**src/rtl/ddr_cmd_encoder.sv**
```systemverilog
// ddr_cmd_encoder
// Controller-side DDR4 command issuer. Accepts abstract requests over a
// valid/ready handshake, tracks open/closed state per bank, holds each
// request until the global timing gaps allow it, then drives one registered
// command cycle on the DDR4 command pins.
//
// Ports:
//   clk, reset_n             clock, asynchronous active-low reset
//   req_valid / req_ready    request handshake (ready only in IDLE)
//   req_cmd                  1=ACT 2=RD 3=RDA 4=WR 5=WRA 6=PR 7=PRA 8=REF
//   req_bg, req_ba           target bank group / bank
//   req_addr                 row for ACT, column in [COLWIDTH-1:0] otherwise
//   act_n, cs_n, cke         DDR4 control pins (cs_n low only on issue cycle)
//   bg, ba, A                bank and address/command pins
//   err                      one-cycle pulse when a request is rejected
//   busy                     FSM not in IDLE
module ddr_cmd_encoder #(
    parameter int ADDRWIDTH = 17,
    parameter int COLWIDTH  = 10,
    parameter int BGWIDTH   = 2,
    parameter int BAWIDTH   = 2,
    parameter int TRCD      = 16,
    parameter int TRAS      = 39,
    parameter int TRP       = 16,
    parameter int TCCD      = 4,
    parameter int TRFC      = 260
) (
    input  logic                 clk,
    input  logic                 reset_n,
    input  logic                 req_valid,
    output logic                 req_ready,
    input  logic [3:0]           req_cmd,
    input  logic [BGWIDTH-1:0]   req_bg,
    input  logic [BAWIDTH-1:0]   req_ba,
    input  logic [ADDRWIDTH-1:0] req_addr,
    output logic                 act_n,
    output logic                 cs_n,
    output logic                 cke,
    output logic [BGWIDTH-1:0]   bg,
    output logic [BAWIDTH-1:0]   ba,
    output logic [ADDRWIDTH-1:0] A,
    output logic                 err,
    output logic                 busy
);

    localparam int BKW    = BGWIDTH + BAWIDTH;
    localparam int NBANKS = 1 << BKW;

    localparam logic [1:0] S_IDLE  = 2'd0;
    localparam logic [1:0] S_CHECK = 2'd1;
    localparam logic [1:0] S_WAIT  = 2'd2;
    localparam logic [1:0] S_ISSUE = 2'd3;

    localparam logic [3:0] CMD_ACT = 4'd1;
    localparam logic [3:0] CMD_RD  = 4'd2;
    localparam logic [3:0] CMD_RDA = 4'd3;
    localparam logic [3:0] CMD_WR  = 4'd4;
    localparam logic [3:0] CMD_WRA = 4'd5;
    localparam logic [3:0] CMD_PR  = 4'd6;
    localparam logic [3:0] CMD_PRA = 4'd7;
    localparam logic [3:0] CMD_REF = 4'd8;

    localparam int W_RCD = $clog2(TRCD + 2);
    localparam int W_RAS = $clog2(TRAS + 2);
    localparam int W_RP  = $clog2(TRP + 2);
    localparam int W_CCD = $clog2(TCCD + 2);
    localparam int W_RFC = $clog2(TRFC + 2);

    // Timers are loaded with T-1 on the pin edge and a waiting command may
    // enter ISSUE once its timers reach <= 1: ISSUE itself takes one more
    // cycle, so consecutive pin cycles end up exactly T cycles apart.
    localparam logic [W_RCD-1:0] LD_RCD = W_RCD'((TRCD > 1) ? TRCD - 1 : 0);
    localparam logic [W_RAS-1:0] LD_RAS = W_RAS'((TRAS > 1) ? TRAS - 1 : 0);
    localparam logic [W_RP-1:0]  LD_RP  = W_RP'((TRP > 1) ? TRP - 1 : 0);
    localparam logic [W_CCD-1:0] LD_CCD = W_CCD'((TCCD > 1) ? TCCD - 1 : 0);
    localparam logic [W_RFC-1:0] LD_RFC = W_RFC'((TRFC > 1) ? TRFC - 1 : 0);

    logic [1:0]           state_q, state_d;
    logic [3:0]           cmd_q;
    logic [BGWIDTH-1:0]   req_bg_q;
    logic [BAWIDTH-1:0]   req_ba_q;
    logic [ADDRWIDTH-1:0] req_addr_q;
    logic [NBANKS-1:0]    open_q, open_d;

    logic [W_RCD-1:0] rcd_q, rcd_d;
    logic [W_RAS-1:0] ras_q, ras_d;
    logic [W_RP-1:0]  rp_q,  rp_d;
    logic [W_CCD-1:0] ccd_q, ccd_d;
    logic [W_RFC-1:0] rfc_q, rfc_d;

    logic                 act_n_q, act_n_d;
    logic                 cs_n_q, cs_n_d;
    logic                 cke_q;
    logic [BGWIDTH-1:0]   bg_q, bg_d;
    logic [BAWIDTH-1:0]   ba_q, ba_d;
    logic [ADDRWIDTH-1:0] a_q, a_d;
    logic                 err_q, err_d;

    logic [BKW-1:0]       bank_idx;
    logic                 bank_open;
    logic                 reject;
    logic                 blocked;
    logic                 is_col;
    logic [3:0]           pin_code;
    logic [ADDRWIDTH-1:0] cmd_word;
    logic                 rcd_ok, ras_ok, rp_ok, ccd_ok, rfc_ok;

    assign bank_idx  = {req_bg_q, req_ba_q};
    assign bank_open = open_q[bank_idx];
    assign is_col    = (cmd_q == CMD_RD) || (cmd_q == CMD_RDA) ||
                       (cmd_q == CMD_WR) || (cmd_q == CMD_WRA);

    assign rcd_ok = (rcd_q <= W_RCD'(1));
    assign ras_ok = (ras_q <= W_RAS'(1));
    assign rp_ok  = (rp_q  <= W_RP'(1));
    assign ccd_ok = (ccd_q <= W_CCD'(1));
    assign rfc_ok = (rfc_q <= W_RFC'(1));

    always_comb begin
        reject = 1'b0;
        case (cmd_q)
            CMD_ACT:                         reject = bank_open;
            CMD_RD, CMD_RDA, CMD_WR, CMD_WRA: reject = !bank_open;
            CMD_PR, CMD_PRA:                 reject = 1'b0;
            CMD_REF:                         reject = |open_q;
            default:                         reject = 1'b1;
        endcase
    end

    always_comb begin
        blocked = 1'b0;
        case (cmd_q)
            CMD_ACT, CMD_REF:                blocked = !(rp_ok && rfc_ok);
            CMD_RD, CMD_RDA, CMD_WR, CMD_WRA: blocked = !(rcd_ok && ccd_ok && rfc_ok);
            CMD_PR, CMD_PRA:                 blocked = !(ras_ok && rfc_ok);
            default:                         blocked = 1'b0;
        endcase
    end

    // {RAS_n, CAS_n, WE_n, AP} for the non-ACT commands.
    always_comb begin
        pin_code = 4'b0000;
        case (cmd_q)
            CMD_PR:  pin_code = 4'b0100;
            CMD_PRA: pin_code = 4'b0101;
            CMD_RD:  pin_code = 4'b1010;
            CMD_RDA: pin_code = 4'b1011;
            CMD_WR:  pin_code = 4'b1000;
            CMD_WRA: pin_code = 4'b1001;
            CMD_REF: pin_code = 4'b0010;
            default: pin_code = 4'b0000;
        endcase
        cmd_word = '0;
        cmd_word[ADDRWIDTH-1 -: 4] = pin_code;
        if (is_col) begin
            cmd_word[COLWIDTH-1:0] = req_addr_q[COLWIDTH-1:0];
        end
    end

    always_comb begin
        state_d = state_q;
        open_d  = open_q;
        rcd_d   = (rcd_q != '0) ? rcd_q - W_RCD'(1) : rcd_q;
        ras_d   = (ras_q != '0) ? ras_q - W_RAS'(1) : ras_q;
        rp_d    = (rp_q  != '0) ? rp_q  - W_RP'(1)  : rp_q;
        ccd_d   = (ccd_q != '0) ? ccd_q - W_CCD'(1) : ccd_q;
        rfc_d   = (rfc_q != '0) ? rfc_q - W_RFC'(1) : rfc_q;
        act_n_d = 1'b1;
        cs_n_d  = 1'b1;
        bg_d    = '0;
        ba_d    = '0;
        a_d     = '1;
        err_d   = 1'b0;
        case (state_q)
            S_IDLE: begin
                if (req_valid && req_ready) state_d = S_CHECK;
            end
            S_CHECK: begin
                if (reject) begin
                    err_d   = 1'b1;
                    state_d = S_IDLE;
                end else begin
                    state_d = S_WAIT;
                end
            end
            S_WAIT: begin
                if (!blocked) state_d = S_ISSUE;
            end
            S_ISSUE: begin
                // Pins, timers and bank state all update on the edge leaving
                // ISSUE, so a reset during ISSUE emits nothing.
                state_d = S_IDLE;
                cs_n_d  = 1'b0;
                bg_d    = req_bg_q;
                ba_d    = req_ba_q;
                a_d     = cmd_word;
                case (cmd_q)
                    CMD_ACT: begin
                        act_n_d          = 1'b0;
                        a_d              = req_addr_q;
                        rcd_d            = LD_RCD;
                        ras_d            = LD_RAS;
                        open_d[bank_idx] = 1'b1;
                    end
                    CMD_RD, CMD_WR: ccd_d = LD_CCD;
                    CMD_RDA, CMD_WRA: begin
                        ccd_d            = LD_CCD;
                        rp_d             = LD_RP;
                        open_d[bank_idx] = 1'b0;
                    end
                    CMD_PR: begin
                        rp_d             = LD_RP;
                        open_d[bank_idx] = 1'b0;
                    end
                    CMD_PRA: begin
                        rp_d   = LD_RP;
                        open_d = '0;
                    end
                    CMD_REF: rfc_d = LD_RFC;
                    default: ;
                endcase
            end
            default: state_d = S_IDLE;
        endcase
    end

    always_ff @(posedge clk or negedge reset_n) begin
        if (!reset_n) begin
            state_q    <= S_IDLE;
            cmd_q      <= '0;
            req_bg_q   <= '0;
            req_ba_q   <= '0;
            req_addr_q <= '0;
            open_q     <= '0;
            rcd_q      <= '0;
            ras_q      <= '0;
            rp_q       <= '0;
            ccd_q      <= '0;
            rfc_q      <= '0;
            act_n_q    <= 1'b1;
            cs_n_q     <= 1'b1;
            cke_q      <= 1'b0;
            bg_q       <= '0;
            ba_q       <= '0;
            a_q        <= '1;
            err_q      <= 1'b0;
        end else begin
            state_q <= state_d;
            if (state_q == S_IDLE && req_valid && req_ready) begin
                cmd_q      <= req_cmd;
                req_bg_q   <= req_bg;
                req_ba_q   <= req_ba;
                req_addr_q <= req_addr;
            end
            open_q  <= open_d;
            rcd_q   <= rcd_d;
            ras_q   <= ras_d;
            rp_q    <= rp_d;
            ccd_q   <= ccd_d;
            rfc_q   <= rfc_d;
            act_n_q <= act_n_d;
            cs_n_q  <= cs_n_d;
            cke_q   <= 1'b1;
            bg_q    <= bg_d;
            ba_q    <= ba_d;
            a_q     <= a_d;
            err_q   <= err_d;
        end
    end

    // cke_q doubles as "first edge after reset release has happened".
    assign req_ready = cke_q && (state_q == S_IDLE);
    assign busy      = (state_q != S_IDLE);
    assign act_n     = act_n_q;
    assign cs_n      = cs_n_q;
    assign cke       = cke_q;
    assign bg        = bg_q;
    assign ba        = ba_q;
    assign A         = a_q;
    assign err       = err_q;

endmodule

```
**config.mk**
```make
export PLATFORM = sky130hd
export DESIGN_NAME = ddr_cmd_encoder
export DESIGN_NICKNAME = d
export VERILOG_FILES = /design/src/rtl/ddr_cmd_encoder.sv
export SDC_FILE = /design/constraint.sdc
export NUM_CORES = 1
export LEC_CHECK = 0
export BUFFER_PORTS_ARGS = -buffer_cell sky130_fd_sc_hd__buf_2
export CAP_MARGIN = 10
export CORE_MARGIN = 2
export CORE_UTILIZATION = 30
export CTS_CLUSTER_DIAMETER = 30
export DETAILED_ROUTE_END_ITERATION = 12
export PLACE_DENSITY_LB_ADDON = 0.2
export SYNTH_ARGS = -nofsm -noshare
export SYNTH_HDL_FRONTEND = slang
export SYNTH_SLANG_ARGS = --single-unit
export TNS_END_PERCENT = 50
```
**constraint.sdc**
```tcl
create_clock -name clk -period 2.2 [get_ports clk]
set_input_delay 0.22 -clock clk [delete_from_list [all_inputs] [get_ports clk]]
set_output_delay 0.22 -clock clk [all_outputs]
set_load 0.02 [all_outputs]
```
==> results.toml, run 1 <==
[status]
status = "completed"

[detailed_routing]
vias = 3355
drt_wl_total_mm = 10.3
first_pass_iters = 4
drtAntennaViolNets = 0
wire_per_inst_um = 15.0
viasPerCell = 4.90
drc_errors = 0
drt_first_iter_violations = 197

[clocking]
cts.clk_slew.worst_paths_ns = 0.07
worstSkewPairLatency_ns = 0.34
cts_tree = "done"
cts_root_buf = "clkbuf_16"
cts_buffers = 9
cts.sinks = 96
cts_max_level = 3
clockBufferDepth = 2
post_cts_buffers = 0

[logic_synthesis]
ys_seq_area_frac = 0.525
synth.distinct_cells = 50
yosysWarnings = 0
synth_edf_count = 0
synth_nets = 478
synth_top_area_share = 0.417
ys_ff_latch = 96
ys.flop_type = "dfrtp_1"
synth_area_per_cell_um2 = 10.6
syn_inst = 435
syn_area_um2 = 4620
synth.area.top_cells = "dfrtp_1, dfstp_2, nand2_1, mux2_1, ha_1"
async_flop_share = 1.00
yosysTopAreaCell = "dfrtp_1"

[final_layout]
diodes = 0
synthToLayoutAreaGrowth_pct = 18.3
drive_gt1_frac = 0.243
fin_nets = 535
finalCoreUtilization = 0.361

[global_routing]
grt_max_degree = 42
grt_pass1_vias = 3279
antenna_found_initial = 0
gr-total-overflow = 0
track_usage = 0.134
grt_first_pass_wirelength_mm = 17.2

[die]
die_w_um = 128
core_area_um2 = 15100
rows = 45
die_area_um2 = 16400
floorplan.initialDensity = 0.305
die_h_um = 128
num_io_pins = 55

[timing]
final_max_slew_viol_count = 0
setup_violations = 0
post-route-min-period_ns = 1.92
rsz0062_at_grt = "false"
post-route-period-util = 0.873
tns_ns = 0
finalHoldViolCount = 0
worst_slew_pin_slew_ns = 0.762
clock_skew_ns = 0.00706
slew_headroom = 0.492
max_freq_mhz = 521
worst_hold_slack_ns = 0.0933

[worst_setup_path]
cp.required_ns = 2.44
cp.arrival_ns = 2.16
start_kind = "flop"
critPathKind = "reg -> reg"
crit_chain = "nor2_1, and3_1, inv_2, o31ai_1"
end_kind = "flop"
slowest_stage = "dfrtp_1"
cp_max_fo = 12
critPathMaxStageDelay_ns = 0.51

[place]
place_congestion = 0.840
place_hpwl_mm = 7.49
io_buffers = 54

[power]
p_leak_uw = 0.00245
power_density_nw_per_um2 = 1360
ir_worst_vdd_mv = 0.461

[worst_hold_path]
hp-class = "in -> reg"

[job]
drv_cap = 0
[state kept, by name (all words and copies together) (netlist names), 2 cells and up, named ones only]
name	count
ccd_q	3
rp_q	5
req_bg_q	2
cmd_q	4
req_ba_q	2
ba	2
bg	2
rcd_q	5
req_addr_q	17
rfc_q	9
open_q	16
ras_q	6
A	17
[layout by cell type (no fill, tap or decap), drive strengths merged, types with 15 or more instances in the layout]
cell	instances
mux2	25
a21oi	20
ha	15
nand2	53
o21ai	44
inv	17
nor2	29
buf	65
dfstp	19
dfrtp	77
[worst max-delay path: cells and delay by family, from the launching register on]
family | cells | cell delay, ns
compound gates | 1 | 0.30
flops | 1 | 0.51
buf+inv | 1 | 0.19
simple gates | 2 | 0.83
[synth_stat cells (3+ instances only)]
master	number
mux2_2	8
mux4_2	4
nand3_2	3
nor4_1	5
nor2_1	29
o21ai_1	17
inv_1	14
a211o_1	3
clkbuf_1	8
o21ai_0	27
and2_1	5
dfrtp_1	77
nand3_1	6
nand2b_1	6
nand2_1	53
buf_4	6
xor2_1	9
buf_2	5
o211ai_1	5
a21oi_1	20
o31ai_1	6
nor2b_1	7
dfstp_2	19
and3_1	7
a31oi_1	4
nor3_1	10
xnor2_1	10
mux2_1	17
ha_1	15
nand4b_1	3
[layer usage]
metal,routed length (um),share of wire,track usage,vias to the layer above
met5,0,0,0,-
met4,176,0.017,0.0530,0
met3,387,0.038,0.0263,9
met2,4800,0.47,0.206,64
met1,4940,0.48,0.187,1663
li1,-,-,-,1619
[final cells by class]
| type | instances | area (um^2) |
|---|---|---|
| multi-input cells | 303 | 2020 |
| clock inverters | 6 | 90.1 |
| clock buffers | 10 | 239 |
| inverters | 16 | 60.1 |
| flip-flops and latches | 96 | 2430 |
| repair buffers | 66 | 390 |
| well taps | 188 | 235 |
| fillers | 1508 | 9680 |
[final timing paths]
check                                    start             to  slack (ns)  cells after the start
worst min register to register  req_addr_q[10]          A[10]        0.47                      2
worst max-delay path                  cmd_q[1]     open_q[13]        0.28                      4
worst max register to register        cmd_q[1]     open_q[13]        0.28                      4
max in group asynchronous              reset_n           cs_n        1.08                      3
min in group asynchronous              reset_n    req_bg_q[0]        0.41                      2
worst min-delay path               req_addr[8]  req_addr_q[8]        0.09                      2
[through the flow]
| step | setup WS (ns) | total power [uW] | area, um^2 | std cells |
|---|---|---|---|---|
| after CTS | 0.267 | 7520 | 5460 | 685 |
| final | 0.279 | 7440 | 5460 | 685 |
| after floorplan | 0.185 | 5000 | 4620 | 435 |
| after global placement | 0.328 | 5740 | 5120 | 668 |
| after global routing | 0.102 | 8060 | 5460 | 685 |
| after detailed placement | 0.256 | 5780 | 5120 | 668 |
[cell families (layout without fill, tap and decap cells)]
| family | after synthesis | after routing | synth area share |
|---|---|---|---|
| AO/OA/AOI/OAI | 91 | 91 | 0.117 |
| XOR/XNOR | 19 | 19 | 0.0360 |
| adder cells (fa/ha/maj) | 15 | 15 | 0.0406 |
| buffers and inverters | 36 | 98 | 0.0371 |
| flip-flops | 96 | 96 | 0.525 |
| multiplexers | 31 | 31 | 0.0848 |
| other | 1 | 1 | 0.000812 |
| AND/OR/NAND/NOR | 146 | 146 | 0.158 |
[what timing repair did]
action	4_1_cts	5_1_grt
hold buffers	1	0
endpoints found under the hold margin	33	0
endpoints found under the setup margin	0	0
gates resized for setup	0	0
[power by group]
part | switching (uW) | internal [uW]
sequential | 619 | 2410
combinational | 1520 | 1190
clock | 669 | 1030
total | 2810 | 4630
Note: power is estimated with default switching activity, not from simulation.
==> run 2: changes to the inputs <==
--- a/config.mk
+++ b/config.mk
@@ -5,6 +5,7 @@
 export SDC_FILE = /design/constraint.sdc
 export NUM_CORES = 1
 export LEC_CHECK = 0
+export ABC_AREA = 1
 export BUFFER_PORTS_ARGS = -buffer_cell sky130_fd_sc_hd__buf_2
 export CAP_MARGIN = 10
 export CORE_MARGIN = 2
==> results.toml, run 2 <==
[status]
status = "completed"

[logic_synthesis]
syn_inst = 527
yosysTopAreaCell = "dfrtp_1"
synth_top_area_share = 0.414
synth_most_common_cell = "nand2_1"
syn_area_um2 = 4660
yosys-top-cells-count = "nand2_1, dfrtp_1, nor2_1, inv_1, a21oi_1"
yosysWarnings = 0
ys_seq_area_frac = 0.521
synth_nets = 570
synth.distinct_cells = 35
ys.flop_type = "dfrtp_1"
synth_edf_count = 0
ys_ff_latch = 96
synth_area_per_cell_um2 = 8.83
synth.area.top_cells = "dfrtp_1, dfstp_2, nand2_1, nor2_1, a21oi_1"
async_flop_share = 1.00

[global_routing]
met3_usage = 0.0407
globalRouteMet2Util = 0.236
grt_max_degree = 52
antenna_found_initial = 0
grt-busiest-layer = "met2"
grt.met1_usage = 0.182
grt_first_pass_wirelength_mm = 18.3
track_usage = 0.141
gr-total-overflow = 0
grt_pass1_vias = 3662

[worst_setup_path]
r2r-start = "req_ba_q[0]"
worst-r2r-cell-count = 11
critPathMaxStageDelay_ns = 0.57
crit_buf_inv = 2
cp.required_ns = 2.45
critPathKind = "reg -> reg"
reg2reg_setup_slack_ns = 0.42
slowest_stage = "dfrtp_1"
end_kind = "flop"
cp_top_family = "simple AND/OR/NAND/NOR gates"
cpMostUsedCell = "nand2_1"
start_kind = "flop"
cp_max_fo = 12
crit_chain = "inv_1, nand2_1, nand2_1, nand2_1, nand2_1, nand2_1, nand2_1, o21ai_0, nand3_1, nand2_1, inv_1"
cp.arrival_ns = 2.03
timing.rr.end = "err"

[timing]
post-route-min-period_ns = 1.78
slew_headroom = 0.617
final_max_slew_viol_count = 0
max_freq_mhz = 563
tns_ns = 0
post-route-period-util = 0.807
rsz0062_at_grt = "false"
finalHoldViolCount = 0
worst_slew_pin_slew_ns = 0.571
clock_skew_ns = 0.00893
setup_violations = 0

[place]
place_congestion = 0.836
place_hpwl_mm = 7.68
io_buffers = 54
placed_cell_area_um2 = 5180
dp.cells = 764

[final_layout]
fin_nets = 631
finalCoreUtilization = 0.363
stdcell_area_um2 = 5510
fin_cells = 781
drive_gt1_frac = 0.224
fill_cells = 1564
seqCellArea_um2 = 2430
diodes = 0
layout_commonest_cell = "nand2_1"
mostFrequentLayoutCells = "nand2_1, dfrtp_1, nor2_1"
synthToLayoutAreaGrowth_pct = 18.4
multi_input_comb_area_um2 = 1970

[worst_hold_path]
min-delay-start = "req_addr[14]"
min_to = "req_addr_q[14]"
hp-class = "in -> reg"
hold_depth = 2

[power]
ir_worst_vdd_mv = 0.450
power_density_nw_per_um2 = 1370
p_leak_uw = 0.00263

[clocking]
cts_tree = "done"
cts_root_buf = "clkbuf_16"
clockBufferDepth = 2
post_cts_resize_count = 0
cts.clk_slew.worst_paths_ns = 0.08
cts_max_level = 3
cts_buffers = 9
cts.sinks = 96
worstSkewPairLatency_ns = 0.35

[detailed_routing]
drt_first_iter_violations = 195
first_pass_iters = 4
wire_per_inst_um = 14.0
vias = 3643
viasPerCell = 4.66
drtAntennaViolNets = 0
drt_wl_total_mm = 10.9
drc_errors = 0

[die]
die_w_um = 129
num_io_pins = 55
rows = 45
die_area_um2 = 16500
floorplan.initialDensity = 0.306
core_area_um2 = 15200
die_h_um = 129

[job]
drv_cap = 0
[run 2: routing by layer]
metal / vias up / wire [um]
met5: - / 0
met4: 0 / 118
met3: 6 / 430
met2: 54 / 5240
met1: 1749 / 5110
li1: 1834 / -
[run 2: area by class of cell]
type / instances / area share
Sequential cell: 96 / 0.440
Multi-Input combinational cell: 365 / 0.357
Timing Repair Buffer: 62 / 0.0654
Tap cell: 188 / 0.0427
Clock buffer: 9 / 0.0408
Inverter: 54 / 0.0368
Clock inverter: 7 / 0.0177
[run 2: cells by family (layout without fill, tap and decap cells)]
kind of cell	Yosys count	after routing	synth area share
AOI/OAI and AO/OA	102	102	0.117
xor gates and xnor gates	10	10	0.0188
adders and majority gates	15	15	0.0403
buffers and inverters	66	132	0.0564
DFF	96	96	0.521
muxes	18	18	0.0435
other	1	1	0.000805
and+or+nand+nor	219	219	0.202
[run 2: repair_timing]
item,in CTS,in global routing
endpoints found under the hold margin,23,0
buffers inserted,0,0
hold buffers,1,0
[run 2: where the power goes]
group | total, uW | switching [uW] | leakage (uW) | internal (uW)
Clock | 1680 | 761 | 0.000159 | 922
Combinational | 2880 | 1790 | 0.00132 | 1090
Sequential | 3000 | 524 | 0.00115 | 2480
[run 2: worst max-delay path by stage]
| stage | from | end | cells after the start |
|---|---|---|---|
| final | req_ba_q[0] | err | 11 |
| after global routing | req_ba_q[0] | err | 11 |
| after CTS | req_ba_q[0] | err | 11 |
| after detailed placement | req_ba_q[0] | err | 11 |
| after global placement | req_ba_q[0] | err | 11 |
| after floorplan | flop | req_addr_q[10] | 6 |
[run 2: through the flow]
| step | setup slack, ns | power [uW] | hold WS (ns) |
|---|---|---|---|
| 2_1_floorplan | 0.434 | 5070 | -0.0756 |
| 5_1_grt | 0.0797 | 8230 | 0.0785 |
| 3_5_place_dp | 0.415 | 5940 | 0.189 |
| 4_1_cts | 0.402 | 7660 | 0.0819 |
| 6_report | 0.424 | 7570 | 0.0922 |
| 3_3_place_gp | 0.381 | 5870 | 0.183 |
